### config.mk
export PLATFORM = sky130hd
export DESIGN_NAME = tick_delay_sequencer
export DESIGN_NICKNAME = d
export VERILOG_FILES = /design/src/rtl/tick_delay_sequencer.sv
export SDC_FILE = /design/constraint.sdc
export NUM_CORES = 1
export LEC_CHECK = 0
export BUFFER_PORTS_ARGS = -buffer_cell sky130_fd_sc_hd__buf_2
export CAP_MARGIN = 20
export CORE_UTILIZATION = 56
export DETAILED_ROUTE_END_ITERATION = 10
export PLACE_DENSITY = 0.81
export REMOVE_ABC_BUFFERS = 1
export SYNTH_ARGS = -nofsm -noshare
export SYNTH_HDL_FRONTEND = slang
export SYNTH_SLANG_ARGS = --single-unit
### constraint.sdc
create_clock -name clock -period 5.25 [get_ports clock]
set_input_delay 1.575 -clock clock [delete_from_list [all_inputs] [get_ports clock]]
set_output_delay 1.575 -clock clock [all_outputs]
set_load 0.01 [all_outputs]
### src/rtl/tick_delay_sequencer.sv
// Sequences a shared clock divider to produce programmable delays counted in divider ticks.
// The divider is cleared for one cycle before every delay so each run starts from a known phase.
module tick_delay_sequencer #(
    parameter int BIT_SZ = 16
) (
    input  logic              clock,
    input  logic              sreset_n,
    input  logic              start,
    input  logic [BIT_SZ-1:0] delay,
    input  logic              abort,
    input  logic              tick_in,
    output logic              div_enable,
    output logic              div_sreset,
    output logic              busy,
    output logic              done,
    output logic [BIT_SZ-1:0] remaining
);

    typedef enum logic [1:0] {
        S_IDLE,
        S_ARM,
        S_COUNT,
        S_DONE
    } state_t;

    localparam logic [BIT_SZ-1:0] ONE_TICK = BIT_SZ'(1);

    state_t            state_q, state_d;
    logic [BIT_SZ-1:0] remaining_q, remaining_d;
    logic              first_q, first_d;
    logic              div_enable_q, div_enable_d;
    logic              div_sreset_q, div_sreset_d;
    logic              busy_q, busy_d;
    logic              done_q, done_d;
    logic              tick_qual;

    // The divider's tick output still holds its pre-reset value during the first COUNT cycle.
    assign tick_qual = tick_in && !first_q;

    // NOTE: sequential state uses non-blocking assignments so every flop samples pre-edge values.
    always_ff @(posedge clock) begin
        if (!sreset_n) begin
            state_q      <= S_IDLE;
            remaining_q  <= '0;
            first_q      <= 1'b0;
            div_enable_q <= 1'b0;
            div_sreset_q <= 1'b0;
            busy_q       <= 1'b0;
            done_q       <= 1'b0;
        end else begin
            state_q      <= state_d;
            remaining_q  <= remaining_d;
            first_q      <= first_d;
            div_enable_q <= div_enable_d;
            div_sreset_q <= div_sreset_d;
            busy_q       <= busy_d;
            done_q       <= done_d;
        end
    end

    // NOTE: every combinational output gets a default first so no path can infer a latch.
    always_comb begin
        state_d     = state_q;
        remaining_d = remaining_q;
        first_d     = 1'b0;
        unique case (state_q)
            S_IDLE: begin
                if (start && !abort) begin
                    if (delay != '0) begin
                        remaining_d = delay;
                        state_d     = S_ARM;
                    end else begin
                        state_d = S_DONE;
                    end
                end
            end
            S_ARM: begin
                if (abort) begin
                    remaining_d = '0;
                    state_d     = S_IDLE;
                end else begin
                    first_d = 1'b1;
                    state_d = S_COUNT;
                end
            end
            S_COUNT: begin
                if (abort) begin
                    remaining_d = '0;
                    state_d     = S_IDLE;
                end else if (tick_qual) begin
                    if (remaining_q <= ONE_TICK) begin
                        remaining_d = '0;
                        state_d     = S_DONE;
                    end else begin
                        remaining_d = remaining_q - ONE_TICK;
                    end
                end
            end
            S_DONE: begin
                state_d = S_IDLE;
            end
            default: begin
                state_d = S_IDLE;
            end
        endcase
    end

    // Output registers follow the current state, so each output lags its state by one edge.
    always_comb begin
        div_enable_d = 1'b0;
        div_sreset_d = 1'b0;
        busy_d       = 1'b0;
        done_d       = 1'b0;
        unique case (state_q)
            S_IDLE: ;
            S_ARM: begin
                div_sreset_d = 1'b1;
                busy_d       = 1'b1;
            end
            S_COUNT: begin
                div_enable_d = 1'b1;
                busy_d       = 1'b1;
            end
            S_DONE: begin
                done_d = 1'b1;
            end
            default: ;
        endcase
    end

    assign div_enable = div_enable_q;
    assign div_sreset = div_sreset_q;
    assign busy       = busy_q;
    assign done       = done_q;
    assign remaining  = remaining_q;

endmodule

### After elaboration in Yosys (flattened, before gate mapping)

Index checks and enable logic that the tools add are counted.

* input bits: 21
* logic and storage cells: 47
* register bits: 23
* output and inout port bits: 20

* reduce and logical (&&, ||, !) cells: 11
* $add $sub $neg: 1
* mux-type cells: 19
* magnitude comparators: 1
* eq/ne operators: 8

Operator list (number)
* two-way mux 16 bit: 6
* case mux 16 bit (3 select lines): 1
* <= comparator 16 x 1 -> 1 bit, second input constant: 1
* nonzero test 16 bit: 1
* subtractor 16 x 1 -> 16 bit, second input constant: 1
* two-way mux 2 bit: 6
* case mux 2 bit (4 select lines): 1
* != test 2 bit, second input constant: 3
* != test 3 bit, second input constant: 2
* two-way mux 1 bit: 5
* AND reduction 5 bit: 1
* equality test 2 bit, second input constant: 2
* AND reduction 3 bit: 1
* nonzero test 3 bit: 1
* equality test 2 x 1 -> 1 bit, second input constant: 1
* logical AND 1 bit: 2
* logical NOT 1 bit: 2
* logical NOT 2 bit: 1
* AND reduction 2 bit: 1
* OR reduction 2 bit: 1

### Depth between registers and ports, before layout

Gate-level depths: netlist of the first run.

* word-level depth: 5
* depth in mapped cells: 8
* gate-level depth less buffers: 7

### Worst setup path after synthesis of the first run

Ideal clock, no wire load.

* path kind: input port to flip-flop
* from: in delay[3]
* to: reg remaining_q[3] (netlist: remaining[3])
* slack: 2.394 ns
* setup time: 0.092 ns
* path buffers: 1
* required time: 5.158 ns
* arrival: 2.764 ns
* cell stages on the path: 6
* cells stage by stage: nor4_1 nand4_1 o211ai_1 buf_2 a21oi_1 o32ai_1

* longest elaborated chain between the ends: 3
* elaborated cells between the ends (all ways): 6
* classes of those cells: eq/ne: 1; mux: 3; reduce/logical: 2

Ends and longest elaborated chain
* start: declaration: RTL line 9 `input logic [BIT_SZ-1:0] delay,`
* nonzero test 16 bit / two-way mux 16 bit (equally long branches): RTL line 69 `if (delay != '0) begin`
* != test 2 bit (no source line) / two-way mux 16 bit (equally long branches)
* AND reduction 5 bit (no source line) / case mux 16 bit (3 select lines) (equally long branches)
* end signal: assignment: RTL line 52 `remaining_q <= remaining_d;`
* end: declaration: RTL line 29 `logic [BIT_SZ-1:0] remaining_q, remaining_d;`

Parallel ways exist; a longest one is shown, timed or not. The select of a mux whose other input is x is not followed.
A chain may end at the register's enable or synchronous reset.

### Final worst setup path of the first run

* from: in abort
* to: reg remaining_q[1] (netlist: remaining[1])

* longest elaborated chain between the ends: 4
* elaborated cells between the ends (all ways): 8
* classes of those cells: eq/ne: 3; mux: 2; reduce/logical: 3

Ends and longest elaborated chain
* start: declaration: RTL line 10 `input logic abort,`
* logical NOT 1 bit: RTL line 68 `if (start && !abort) begin`
* logical AND 1 bit: RTL line 68
* != test 2 bit (no source line)
* AND reduction 5 bit (no source line)

Parallel ways exist; a longest one is shown, timed or not.

==> results.py, run 1 <==
metrics = {
    "status": {
        "outcome": "finished, final reports clean",
    },
    "grt": {
        "antenna_found_initial": 0,
        "grt_usage": 0.305,
        "grt_pass1_wl_um": 6400,
        "grt_overflow_total": 0,
        "grt_max_degree": 23,
        "grt_pass1_vias": 1387,
    },
    "worst_setup_path": {
        "crit_path_end_kind": "flop",
        "cp_cell_sequence": "buf_2 -> nor2b_1 -> nand2_1 -> a21oi_4 -> nand2b_1 -> a221oi_1",
        "crit_type": "primary input to flop",
        "cpMaxStageDelayCell": "a21oi_4",
        "path_buf_inv": 1,
        "start_kind": "primary input",
        "cp_max_fo": 18,
        "path_delay_family": "compound AO/OA/AOI/OAI gates",
        "worst_ep_required_time_ns": 5.47,
        "cp.arrival_ns": 3.09,
        "cp_slowest_stage_delay_ns": 0.46,
    },
    "clock_network": {
        "holdBufCountCts": 0,
        "cts_setup_buffers": 0,
        "clk_path_buf_depth": 2,
        "clkSinkCount": 23,
        "root_buffer": "clkbuf_4",
        "cts_tree": "built",
        "cts_resized": 0,
        "clkTransAtPathRegs_ns": 0.13,
        "clkLatencyLatePin_ns": 0.31,
        "h-tree-depth": 1,
        "cts_buffers": 3,
    },
    "power": {
        "power_density_nw_per_um2": 343,
        "finalPower_uw": 590,
        "vdd_drop_max_mv": 0.228,
        "p_leak_nw": 0.768,
    },
    "detailed_routing": {
        "wl_per_cell_um": 15.8,
        "routed_wl_um": 3820,
        "vias_per_cell": 6.30,
        "drcViolationCount": 0,
        "drt_pass1_iterations": 4,
        "drtIter0Drc": 57,
        "vias": 1519,
        "ant_nets": 0,
    },
    "layout": {
        "antenna-diode-count": 0,
        "drive_above_1_share": 0.270,
        "final_nets": 240,
        "fin_area_um2": 1720,
        "fill_cells": 220,
        "instances_no_fill": 241,
        "area_growth_pct": 16.0,
    },
    "floorplanning": {
        "num_rows": 18,
        "ios": 41,
        "die_area_um2": 2860,
        "die_h_um": 53.4,
        "die_x_um": 53.4,
        "fp.coreArea_um2": 2480,
        "start_util": 0.598,
    },
    "synthesis": {
        "async_reset_ff_frac": 0,
        "yosys.area.top_type_share": 0.311,
        "syn_avg_cell_area_um2": 8.56,
        "synth_top_cell_by_area": "dfxtp_1",
        "synthTopCellsByCount": "23 x dfxtp_1, 15 x nand2_1, 13 x nor2_1",
        "yosysUniqueCellTypes": 47,
        "synthSimpleGateAreaFrac": 0.258,
        "synth_xor_area_frac": 0.0414,
        "synth_edf_count": 0,
        "synth_mux_area_frac": 0.0135,
        "synth_ff_type": "dfxtp_1",
        "synth_seq_area_share": 0.311,
        "synthCells": 173,
        "synth_top_family_by_area": "compound AO/OA/AOI/OAI gates",
        "synth_area_um2": 1480,
        "yosysMostFrequentCell": "dfxtp_1",
        "ys_seq_elements": 23,
        "synth_compound_area_frac": 0.262,
        "synth.top_cells.by_area": "dfxtp_1 31%, ha_1 5.9%, nand2_1 3.8%",
        "synth_fa_ha_area_frac": 0.0591,
        "ys_warn_count": 0,
    },
    "sta": {
        "tightestPinTransition_ns": 1.06,
        "fin_skew_ns": 0.00486,
        "fin_ws_ns": 2.39,
        "maxSlewHeadroom": 0.285,
        "setup_violations": 0,
        "slew_violations": 0,
        "max_freq_mhz": 349,
        "rsz0062_at_grt": "no",
        "fin_crit_sh": 0.546,
        "fin_crit_ns": 2.86,
        "hold_viol": 0,
        "tns_ns": 0,
    },
    "placement": {
        "io_buffers": 40,
        "dp_cells": 237,
        "place_ws_ns": 2.09,
        "placed_cell_area_um2": 1690,
        "gp_congestion": 0.895,
        "hpwl_um": 2820,
    },
    "min_path": {
        "min_path_type": "flop to flop",
    },
    "flow_run": {
        "maxCapViolCount": 0,
    },
}
## routing by layer
layer / vias to the layer above / GRT usage / part of all wire
met5: - / 0 / 0
met2: 66 / 0.506 / 0.48
met1: 714 / 0.391 / 0.44
li1: 728 / - / -
met4: 0 / 0.127 / 0.022
met3: 11 / 0.0345 / 0.063
## metrics by stage
stage | util | hold slack (ns)
2_1_floorplan | - | 0.471
3_3_place_gp | 0.682 | 0.488
3_5_place_dp | 0.682 | 0.500
4_1_cts | 0.693 | 0.520
5_1_grt | 0.693 | 0.540
6_report | 0.693 | 0.519
## layout make-up
cell class              count  area (µm²)  share of cell area
well taps                  30        37.5              0.0218
flip-flops and latches     23         460               0.268
clock buffers               3        22.5              0.0131
inverters                  12        45.0              0.0262
multi-input cells         131         940               0.547
repair buffers             41         208               0.121
clock inverters             1        5.00             0.00291
## kinds of logic after synthesis
family / Yosys count
simple gates: 65
compound gates: 50
flops: 23
buf+inv: 19
xor+xnor: 7
fa+ha+maj: 7
mux: 2
## worst reg2reg max path, stage by stage, from the launching register on
cell	delay, ns
dfxtp_1	0.40
inv_1	0.10
ha_1	0.39
clkinv_1	0.47
a22oi_1	0.36
o211a_1	0.44
o21ai_0	0.16
a32o_1	0.22
## cells in the final DEF (no fill, tap or decap), types with 2 or more instances in the layout
master | Yosys | final
o21ai_0 | 11 | 11
xnor2_1 | 3 | 3
dfxtp_1 | 23 | 23
mux2i_1 | 2 | 2
nand4_1 | 2 | 2
or3_1 | 2 | 2
nor2b_1 | 2 | 2
nand4b_1 | 4 | 4
nor2_1 | 13 | 13
nor4_1 | 5 | 5
o22ai_1 | 5 | 5
a21oi_1 | 9 | 9
or4_1 | 3 | 3
xor2_1 | 4 | 4
nand2_1 | 15 | 15
clkbuf_4 | 0 | 3
a221oi_2 | 3 | 3
nand2b_1 | 3 | 3
ha_1 | 7 | 7
a22oi_1 | 3 | 3
a221oi_1 | 6 | 6
and2_1 | 3 | 3
nor3_1 | 6 | 6
buf_2 | 2 | 40
a32oi_1 | 2 | 2
inv_1 | 11 | 11
## final timing paths
check                               endpoint  cells past startpoint  slack [ns]  startpoint
worst max register to register  remaining[2]                      7        2.62  state_q[1]
worst min register to register    state_q[1]                      2        0.52  state_q[1]
worst min-delay path              state_q[1]                      2        0.52  state_q[1]
worst max-delay path            remaining[1]                      6        2.39       abort
## power breakdown
group	switching (mW)	total, mW	internal [mW]
sequential	0.0304	0.227	0.197
combinational	0.167	0.278	0.112
clock	0.0559	0.0844	0.0285
## flip-flops by register name, indices dropped and copies added, names as in the netlist
register,cells
remaining,16
first_q,1
div_sreset,1
div_enable,1
busy,1
state_q,2
done,1
(Power assumes the default switching activity.)
==> run 2: changes to the inputs <==
--- a/config.mk
+++ b/config.mk
@@ -5,11 +5,12 @@
 export SDC_FILE = /design/constraint.sdc
 export NUM_CORES = 1
 export LEC_CHECK = 0
+export ABC_AREA = 1
 export BUFFER_PORTS_ARGS = -buffer_cell sky130_fd_sc_hd__buf_2
 export CAP_MARGIN = 20
-export CORE_UTILIZATION = 56
+export CORE_UTILIZATION = 48
 export DETAILED_ROUTE_END_ITERATION = 10
-export PLACE_DENSITY = 0.81
+export PLACE_DENSITY = 0.71
 export REMOVE_ABC_BUFFERS = 1
 export SYNTH_ARGS = -nofsm -noshare
 export SYNTH_HDL_FRONTEND = slang
==> constraint.sdc (replaced) <==
create_clock -name clock -period 2.34 [get_ports clock]
set_input_delay 0.702 -clock clock [delete_from_list [all_inputs] [get_ports clock]]
set_output_delay 0.702 -clock clock [all_outputs]
set_load 0.01 [all_outputs]
==> results.py, run 2 <==
metrics = {
    "status": {
        "outcome": "finished, final reports clean",
    },
    "floorplanning": {
        "num_rows": 21,
        "fp.coreArea_um2": 3390,
        "ios": 41,
        "start_util": 0.512,
        "die_h_um": 62.1,
        "die_x_um": 62.1,
        "die_area_um2": 3860,
    },
    "placement": {
        "gp_congestion": 0.823,
        "dp_cells": 386,
        "io_buffers": 40,
        "hpwl_um": 3120,
        "placed_cell_area_um2": 1970,
        "place_ws_ns": 0.458,
    },
    "synthesis": {
        "async_reset_ff_frac": 0,
        "synth_mux_area_frac": 0,
        "yosysMostFrequentCell": "nand2_1",
        "synth_fa_ha_area_frac": 0.0505,
        "ys_seq_elements": 23,
        "yosysUniqueCellTypes": 22,
        "synth_xor_area_frac": 0.0152,
        "synth_area_um2": 1730,
        "synthCells": 304,
        "synthSimpleGateAreaFrac": 0.463,
        "synth_top_family_by_area": "simple AND/OR/NAND/NOR gates",
        "synth_seq_area_share": 0.266,
        "synth.top_cells.by_area": "dfxtp_1 27%, nand2_1 19%, nor2_1 16%",
        "synth_top_cell_by_area": "dfxtp_1",
        "syn_avg_cell_area_um2": 5.70,
        "synth_ff_type": "dfxtp_1",
        "ys_warn_count": 0,
        "synthTopCellsByCount": "90 x nand2_1, 73 x nor2_1, 39 x inv_1",
        "yosys.area.top_type_share": 0.266,
        "synth_compound_area_frac": 0.0779,
        "synth_edf_count": 0,
    },
    "worst_setup_path": {
        "start_kind": "flop",
        "cp_max_fo": 19,
        "worst_ep_required_time_ns": 2.59,
        "cpMostUsedCell": "nor2_1",
        "cpMaxStageDelayCell": "ha_1",
        "crit_path_end_kind": "flop",
        "cp.arrival_ns": 2.07,
        "cp_slowest_stage_delay_ns": 0.44,
        "crit_type": "flop to flop",
        "path_buf_inv": 2,
        "worstRegToRegCells": 9,
        "cp.depth": 9,
        "cp_cell_sequence": "inv_1 -> ha_1 -> o21ai_2 -> nor2_4 -> nand2_4 -> inv_4 -> nand2_1 -> nor2_1 -> nor2_1",
        "path_delay_family": "simple AND/OR/NAND/NOR gates",
    },
    "layout": {
        "antenna-diode-count": 0,
        "fill_cells": 356,
        "instances_no_fill": 390,
        "final_cell_mix": "90 x nand2_1, 73 x nor2_1, 40 x buf_2, 39 x inv_1, 23 x dfxtp_1",
        "largest_reg_flops": 16,
        "drive_above_1_share": 0.180,
        "final_nets": 373,
        "fin_area_um2": 1990,
        "area_growth_pct": 15.0,
        "layout_commonest_cell": "nand2_1",
    },
    "sta": {
        "fin_crit_sh": 0.780,
        "hold_viol": 0,
        "maxSlewHeadroom": 0.717,
        "fin_crit_ns": 1.82,
        "setup_violations": 0,
        "fin_ws_ns": 0.515,
        "rsz0062_at_grt": "no",
        "max_freq_mhz": 548,
        "tns_ns": 0,
        "tightestPinTransition_ns": 0.425,
        "fin_skew_ns": 0.0155,
        "slew_violations": 0,
    },
    "grt": {
        "grt_pass1_wl_um": 7250,
        "grt_overflow_total": 0,
        "grt_usage": 0.231,
        "grt_max_degree": 23,
        "grt_pass1_vias": 1653,
        "antenna_found_initial": 0,
    },
    "clock_network": {
        "clkTransAtPathRegs_ns": 0.15,
        "cts_setup_buffers": 0,
        "h-tree-depth": 1,
        "clk_path_buf_depth": 2,
        "clkLatencyLatePin_ns": 0.33,
        "holdBufCountCts": 0,
        "cts_buffers": 3,
        "cts_resized": 0,
        "cts_tree": "built",
        "root_buffer": "clkbuf_4",
        "clkSinkCount": 23,
    },
    "flow_run": {
        "maxCapViolCount": 0,
    },
    "detailed_routing": {
        "drt_pass1_iterations": 4,
        "vias": 1852,
        "routed_wl_um": 4150,
        "ant_nets": 0,
        "vias_per_cell": 4.75,
        "wl_per_cell_um": 10.6,
        "drcViolationCount": 0,
        "drtIter0Drc": 95,
    },
    "min_path": {
        "holdPathStages": 2,
        "min_path_type": "flop to flop",
    },
    "power": {
        "power_density_nw_per_um2": 721,
        "finalPower_mw": 1.44,
        "vdd_drop_max_mv": 0.318,
        "p_leak_nw": 1.12,
    },
}
[run 2: power breakdown]
group | switching, mW | internal, mW
Sequential | 0.0728 | 0.449
Combinational | 0.457 | 0.257
Clock | 0.134 | 0.0668
[run 2: final cells by class]
type                       instances  area [µm²]  share of cell area
multi-input combinational        229        1050               0.528
sequential                        23         460               0.231
timing repair buffer              44         230               0.115
inverter                          44         168              0.0841
tap                               46        57.6              0.0289
clock buffer                       4        26.3              0.0132
[run 2: path summary, 6_finish.rpt]
path / start / end / slack [ns]
max: state_q[1] / remaining[13] / 0.52
max reg2reg: state_q[1] / remaining[13] / 0.52
min: state_q[1] / state_q[1] / 0.51
min reg2reg: state_q[1] / state_q[1] / 0.51
[run 2: worst register-to-register path: stages (launching register included)]
cell and delay [ns]:
dfxtp_1 0.41, inv_1 0.10, ha_1 0.44, o21ai_2 0.12, nor2_4 0.13, nand2_4 0.15, inv_4 0.17, nand2_1 0.07
nor2_1 0.12, nor2_1 0.05
[run 2: metrics by stage]
stage          utilization  hold WS [ns]
6_report             0.588         0.512
4_1_cts              0.588         0.516
3_5_place_dp         0.581         0.495
5_1_grt              0.588         0.561
2_1_floorplan            -         0.466
3_3_place_gp         0.581         0.493
[run 2: kinds of logic after synthesis]
group                    after synthesis
AND/OR/NAND/NOR                      194
buffers and inverters                 52
AO/OA/AOI/OAI                         25
flip-flops                            23
adder cells (fa/ha/maj)                7
XOR/XNOR                               3
[run 2: routing by layer]
metal  up-vias  global-route usage  wire length (µm)
met1       810               0.294              2030
met5         -                   0                 0
met3         5              0.0441               141
met4         0              0.0523                38
met2        33               0.401              1940
li1       1004                   -                 -
